<file path="src/rtl/lifo_stack.sv">
// lifo_stack: register-file LIFO that presents its top two entries.
// Push, pop and replace are single-cycle strobes; occupancy and full/empty
// status are tracked, and overflow/underflow are reported as sticky flags.
// Optional feature macro: LIFO_STACK_HWM_EN adds the o_hwm high-water mark.
module lifo_stack #(
    parameter int WIDTH = 8,
    parameter int DEPTH = 8
) (
    input  logic                       i_clk,
    input  logic                       i_rst_n,
    input  logic [WIDTH-1:0]           i_data,
    input  logic                       i_push,
    input  logic                       i_pop,
    input  logic                       i_clr_err,
    output logic [WIDTH-1:0]           o_s0,
    output logic [WIDTH-1:0]           o_s1,
    output logic [$clog2(DEPTH+1)-1:0] o_depth,
    output logic                       o_empty,
    output logic                       o_full,
    output logic                       o_overflow,
`ifdef LIFO_STACK_HWM_EN
    output logic                       o_underflow,
    output logic [$clog2(DEPTH+1)-1:0] o_hwm
`else
    output logic                       o_underflow
`endif
);

    localparam int DW = $clog2(DEPTH + 1);
    localparam logic [DW-1:0] LP_DEPTH = DW'(DEPTH);

    logic [WIDTH-1:0] r_entry [DEPTH];
    logic [DW-1:0]    r_depth;
    logic             r_overflow;
    logic             r_underflow;

    logic             w_empty;
    logic             w_full;
    logic             w_doPush;
    logic             w_doPop;
    logic             w_doReplace;
    logic             w_ovfEvent;
    logic             w_unfEvent;
    logic [DW-1:0]    w_depthNext;

    // Decode the request strobes against the current occupancy.
    always_comb begin
        w_empty     = (r_depth == '0);
        w_full      = (r_depth == LP_DEPTH);
        w_doPush    = i_push & ~i_pop & ~w_full;
        w_doPop     = ~i_push & i_pop & ~w_empty;
        w_doReplace = i_push & i_pop & ~w_empty;
        w_ovfEvent  = i_push & ~i_pop & w_full;
        // Both pop and replace need a top entry to act on.
        w_unfEvent  = i_pop & w_empty;
        w_depthNext = r_depth;
        if (w_doPush) begin
            w_depthNext = r_depth + DW'(1);
        end else if (w_doPop) begin
            w_depthNext = r_depth - DW'(1);
        end
    end

    // Entry storage: shift down on push, shift up on pop, rewrite top on replace.
    always_ff @(posedge i_clk or negedge i_rst_n) begin
        if (!i_rst_n) begin
            for (int i = 0; i < DEPTH; i++) begin
                r_entry[i] <= '0;
            end
        end else if (w_doPush) begin
            for (int i = 1; i < DEPTH; i++) begin
                r_entry[i] <= r_entry[i-1];
            end
            r_entry[0] <= i_data;
        end else if (w_doPop) begin
            for (int i = 0; i < DEPTH - 1; i++) begin
                r_entry[i] <= r_entry[i+1];
            end
            r_entry[DEPTH-1] <= '0;
        end else if (w_doReplace) begin
            r_entry[0] <= i_data;
        end
    end

    // Occupancy counter; the decode above keeps it within 0..DEPTH.
    always_ff @(posedge i_clk or negedge i_rst_n) begin
        if (!i_rst_n) begin
            r_depth <= '0;
        end else begin
            r_depth <= w_depthNext;
        end
    end

    // Sticky error flags; a new error in the clearing cycle keeps the flag set.
    always_ff @(posedge i_clk or negedge i_rst_n) begin
        if (!i_rst_n) begin
            r_overflow  <= 1'b0;
            r_underflow <= 1'b0;
        end else begin
            r_overflow  <= w_ovfEvent | (r_overflow & ~i_clr_err);
            r_underflow <= w_unfEvent | (r_underflow & ~i_clr_err);
        end
    end

`ifdef LIFO_STACK_HWM_EN
    logic [DW-1:0] r_hwm;

    // High-water mark follows the new depth; clearing errors rebases it.
    always_ff @(posedge i_clk or negedge i_rst_n) begin
        if (!i_rst_n) begin
            r_hwm <= '0;
        end else if (i_clr_err) begin
            r_hwm <= w_depthNext;
        end else if (w_depthNext > r_hwm) begin
            r_hwm <= w_depthNext;
        end
    end

    assign o_hwm = r_hwm;
`endif

    assign o_s0        = r_entry[0];
    assign o_s1        = r_entry[1];
    assign o_depth     = r_depth;
    assign o_empty     = w_empty;
    assign o_full      = w_full;
    assign o_overflow  = r_overflow;
    assign o_underflow = r_underflow;

endmodule

</file>
<file path="config.mk">
export PLATFORM = sky130hd
export DESIGN_NAME = lifo_stack
export DESIGN_NICKNAME = d
export VERILOG_FILES = /design/src/rtl/lifo_stack.sv
export SDC_FILE = /design/constraint.sdc
export NUM_CORES = 1
export LEC_CHECK = 0
export CORE_MARGIN = 5
export CORE_UTILIZATION = 50
export DETAILED_ROUTE_END_ITERATION = 6
export GPL_ROUTABILITY_DRIVEN = 0
export PLACE_DENSITY = 0.77
export SYNTH_ARGS = -nofsm -noshare
export SYNTH_HDL_FRONTEND = slang
export SYNTH_SLANG_ARGS = --single-unit
</file>
<file path="constraint.sdc">
create_clock -name i_clk -period 4.7 [get_ports i_clk]
set_input_delay 0.94 -clock i_clk [delete_from_list [all_inputs] [get_ports i_clk]]
set_output_delay 0.94 -clock i_clk [all_outputs]
set_load 0.005 [all_outputs]
</file>
# ---- After elaboration in Yosys (flattened, before gate mapping)
# Cells that the tools add are included.
dict set report totals {
  reg_bits 70
  in_bits 13
}
dict set report classes {
  add_sub_neg 2
  n_eq_ne 1
  n_mux 6
  bitwise 17
  n_reduce_logical 3
}
# cell count
set op_table {}
lappend op_table {{$mux 64} 1}
lappend op_table {{$mux 56} 1}
lappend op_table {{$mux 8} 2}
lappend op_table {{$and 1x1->1} 10}
lappend op_table {{$mux 4} 2}
lappend op_table {{$not 1->1} 5}
lappend op_table {{$add 4x1->4 const B} 1}
lappend op_table {{$eq 4x4->1 const B} 1}
lappend op_table {{$logic_not 4->1} 1}
lappend op_table {{$sub 4x1->4 const B} 1}
lappend op_table {{$reduce_bool 3->1} 1}
lappend op_table {{$or 1x1->1} 2}
lappend op_table {{$reduce_bool 2->1} 1}

# ---- Depth between registers and ports, before layout
dict set report logic_depth {
  depth_word 6
  depth_mapped 11
  depth_no_buf 10
}

# ---- Worst setup path after synthesis
# No wires, ideal clock.
dict set report synth_path {
  kind {input-to-reg}
  start {input i_pop}
  end {register r_depth[3], in the netlist o_depth[3]}
  setup_time_ns 0.124
  arrival_time_ns 2.198
  required_ns 4.576
  slack_ns 2.378
  cell_stages 7
  path_buffers 0
  path_cell_list {nand2b_1 nor2_2 inv_1 ha_1 o21a_1 o32a_1 xnor2_1}
}
dict set report synth_via {
  elab_chain_cells 4
  elab_cells_between_ends 7
  classes_between {1 x mux; 5 x bitwise; 1 x reduce/logical}
}
# item line_no
set synth_lines {}
lappend synth_lines {{start, declared} 13} ;# input logic i_pop,
lappend synth_lines {{$not 1->1} 50} ;# w_doPush = i_push & ~i_pop & ~w_full;
lappend synth_lines {{$and 1x1->1 (2 in series)} 50}
lappend synth_lines {{$mux 4 or $reduce_bool 2->1 (tied branches)} n/a}
lappend synth_lines {{end signal, assigned} 90} ;# r_depth <= w_depthNext;
lappend synth_lines {{end, declared} 33} ;# logic [DW-1:0] r_depth;
# Parallel ways exist; a longest one is shown, timed or not.
# A chain may end at the register's enable or synchronous reset.

# ---- Worst setup path in the final report
dict set report layout_path {
  start {register r_depth[0], in the netlist o_depth[0]}
  end {output o_empty}
}
dict set report layout_via {
  elab_chain_cells 1
}
# item line_no
set layout_lines {}
lappend layout_lines {{$logic_not 4->1} 48} ;# w_empty = (r_depth == '0);
lappend layout_lines {{end, declared} 18} ;# output logic o_empty,
# No other way between the ends.

==> results.py <==
metrics = {
    "synth": {
        "synth_seq_cells": 70,
        "synth.top_cell.area_share_pct": 53.9,
        "synth_top_cell_by_area": "dfrtp_1",
        "netlist_area_sq_um": 3250,
        "avgSynthCellArea_sq_um": 10.2,
        "synth_cells": 317,
        "ys_types": 30,
        "seq_area_frac_synth_pct": 53.9,
        "syn-num-nets": 332,
        "yosys_warnings": 0,
        "netlist_top_cells_area": "dfrtp_1 (54%), nand2_1 (11%), a22oi_1 (11%)",
    },
    "clock_tree": {
        "cts.repair.resized": 0,
        "clock_path_buffers": 2,
        "cts_sinks": 70,
        "cts_root_buffer": "clkbuf_8",
        "numCtsBuffers": 9,
        "htreeDepth": 3,
        "post-cts-setup-buffers": 0,
        "insertion_delay_ns": 0.32,
        "path_clk_slew_ns": 0.07,
        "hold_buffers": 0,
        "cts_tree": "done",
    },
    "timing": {
        "clock_skew_ns": 0.00676,
        "fmax_mhz": 338,
        "setup_tns_ns": 0,
        "finalSetupViolCount": 0,
        "hold_viol": 0,
        "period_minus_slack_ns": 2.96,
        "max-slew-margin-rel_pct": 37.8,
        "rsz0062_at_grt": "no",
        "tightest_slew_ns": 0.934,
        "final-max-slew-violation-count": 0,
        "fin_crit_sh_pct": 63.0,
    },
    "floorplan": {
        "rows": 29,
        "die_h_um": 90.6,
        "io_pins": 37,
        "start_util_pct": 51.1,
        "fp.dieW_um": 90.6,
        "die-area_sq_um": 8210,
        "core-area_sq_um": 6350,
    },
    "worst_setup_path": {
        "crit_fanout": 7,
        "startpoint_type": "register",
        "endpoint_kind": "output pin",
        "slowest_stage": "or4_4",
        "crit_path_max_incr_delay_ns": 0.62,
        "required_ns": 3.76,
        "cp_cell_sequence": "or4_4 -> clkinv_2 -> clkdlybuf4s50_1",
        "crit_type": "register to output pin",
        "arrival_ns": 2.02,
    },
    "drt": {
        "wl_um": 6010,
        "antenna_left": 0,
        "drtIter0Drc": 165,
        "wire_per_inst_um": 14.5,
        "post-route-drc-count": 0,
        "vias": 2286,
        "vias_per_cell": 5.51,
        "drt_first_pass_iters": 5,
    },
    "finish": {
        "nFillCells": 535,
        "drive_gt1_share_pct": 8.88,
        "nets": 348,
        "syn2layout_area_growth_pct": 11.7,
        "n_antenna_cell": 0,
        "final_area_sq_um": 3630,
    },
    "pwr": {
        "peakVddDrop_uv": 283,
        "p_leak_nw": 1.74,
        "power_density_nw_per_um2": 561,
    },
    "run": {
        "maxCapViolations": 0,
    },
    "status": {
        "status": "finished, final reports clean",
    },
    "grt": {
        "grt_use_total_pct": 15.2,
        "grt_max_degree": 59,
        "grt_pass1_wl_um": 10500,
        "antenna_found_initial": 0,
        "overflow": 0,
        "grt_pass1_vias": 2208,
    },
    "placement": {
        "placed_cell_area_sq_um": 3460,
        "dp_hpwl_um": 3920,
        "io_buffers": 36,
    },
    "min_path": {
        "holdCritPathClass": "register to register",
    },
}
-- path summary, 6_finish.rpt --
| path | slack, ns | depth (start not counted) | end | start |
|---|---|---|---|---|
| min in group asynchronous | 0.75 | 1 | o_depth[3] | i_rst_n |
| max in group asynchronous | 3.04 | 2 | r_entry[37] | i_rst_n |
| worst min register to register | 0.50 | 2 | r_entry[15] | r_entry[7] |
| worst max-delay path | 1.74 | 3 | o_empty | o_depth[0] |
| worst min-delay path | 0.50 | 2 | r_entry[15] | r_entry[7] |
| worst max register to register | 2.19 | 4 | r_entry[3] | o_depth[0] |
-- cell usage in the layout, fill, tap and decap left out --
cell             netlist  routed
a21oi_1               10      10
clkbuf_1               4       2
clkbuf_8               0      10
clkinvlp_4             0       1
mux2i_1                8       8
a31oi_1                1       1
or4_4                  1       1
nand2_1               98      98
buf_4                 18       5
or4b_4                 1       1
mux2_2                 1       1
o21a_1                 1       1
a22o_1                 9       9
o2bb2ai_2              1       1
a22oi_1               48      48
o22ai_1                1       1
nor3_1                 1       1
xnor2_1                2       2
o32a_1                 1       1
clkdlybuf4s50_1        0      35
nor2_1                11      10
a221oi_2               1       1
dfrtp_1               70      70
nor2b_1                2       2
ha_1                   2       2
inv_1                  3       3
a22oi_4                1       1
clkinv_2               2       5
nand2b_1               2       2
buf_2                  3       1
o21ai_0                2       2
nor2_4                 0       2
-- area by class of cell --
class / count / area, sq um / share of cell area (%)
timing repair buffer: 41 / 393 / 10.8
clock buffer: 12 / 145 / 4.00
multi-input combinational: 206 / 1200 / 33.0
inverter: 5 / 21.3 / 0.586
tap: 77 / 96.3 / 2.66
clock inverter: 4 / 22.5 / 0.621
sequential: 70 / 1750 / 48.3
-- cell families (layout without fill, tap and decap cells) --
kind of cell / count (synthesis) / in the layout / synth area share, %
XOR/XNOR: 2 / 2 / 0.540
adder cells (fa/ha/maj): 2 / 2 / 0.771
AO/OA/AOI/OAI: 76 / 76 / 17.9
multiplexers: 9 / 9 / 2.81
flip-flops: 70 / 70 / 53.9
AND/OR/NAND/NOR: 117 / 117 / 14.5
buffers and inverters: 41 / 62 / 9.56
-- worst max-delay path, delay by kind of cell (launching register included) --
family	cells	cell delay (ns)
and+or+nand+nor	1	0.62
buffers and inverters	2	0.61
DFF	1	0.47
-- metal layers --
| metal | share of wire (%) | vias up | track usage [%] |
|---|---|---|---|
| li1 | - | 1112 | - |
| met1 | 47 | 1126 | 20.7 |
| met2 | 47 | 42 | 23.5 |
| met4 | 1.1 | 0 | 5.96 |
| met5 | 0 | - | 0 |
| met3 | 4.3 | 6 | 3.58 |
-- report_power, final --
| part | switching (mW) | total (mW) | internal [mW] |
|---|---|---|---|
| logic | 0.267 | 0.585 | 0.318 |
| registers | 0.210 | 1.04 | 0.829 |
| clock network | 0.207 | 0.411 | 0.204 |
| total | 0.684 | 2.04 | 1.35 |
-- registers in the layout (all words and copies together) (netlist names) --
register / count
o_underflow: 1
o_overflow: 1
r_entry: 48
o_depth: 4
o_s1: 8
o_s0: 8
-- metrics by stage --
stage | cells | hold slack (ns) | worst slack, ns | utilization, % | power, mW
detailed placement | 399 | 0.482 | 1.67 | 54.5 | 1.64
floorplan | 317 | 0.463 | 2.38 | - | 1.45
global route | 415 | 0.514 | 1.68 | 57.1 | 2.18
finish | 415 | 0.502 | 1.74 | 57.1 | 2.04
CTS | 415 | 0.501 | 1.72 | 57.1 | 2.05
global placement | 399 | 0.469 | 1.72 | 54.5 | 1.60
-- synthesized netlist by cell type --
| cell type | number |
|---|---|
| buf_6 | 11 |
| inv_1 | 3 |
| clkbuf_1 | 4 |
| nor2_2 | 1 |
| dfrtp_1 | 70 |
| nand2b_1 | 2 |
| mux2i_1 | 8 |
| a22oi_1 | 48 |
| a22oi_4 | 1 |
| mux2_2 | 1 |
| nand2_1 | 98 |
| a221oi_2 | 1 |
| o21a_1 | 1 |
| or4_4 | 1 |
| a22o_1 | 9 |
| nor2_1 | 11 |
| or4b_4 | 1 |
| a21oi_1 | 10 |
| nor2b_1 | 2 |
| ha_1 | 2 |
| clkinv_2 | 2 |
| o32a_1 | 1 |
| nor3_1 | 1 |
| o2bb2ai_2 | 1 |
| o21ai_0 | 2 |
| buf_2 | 3 |
| buf_4 | 18 |
| a31oi_1 | 1 |
| xnor2_1 | 2 |
| o22ai_1 | 1 |
No activity file was read; power rests on OpenSTA's default activity.
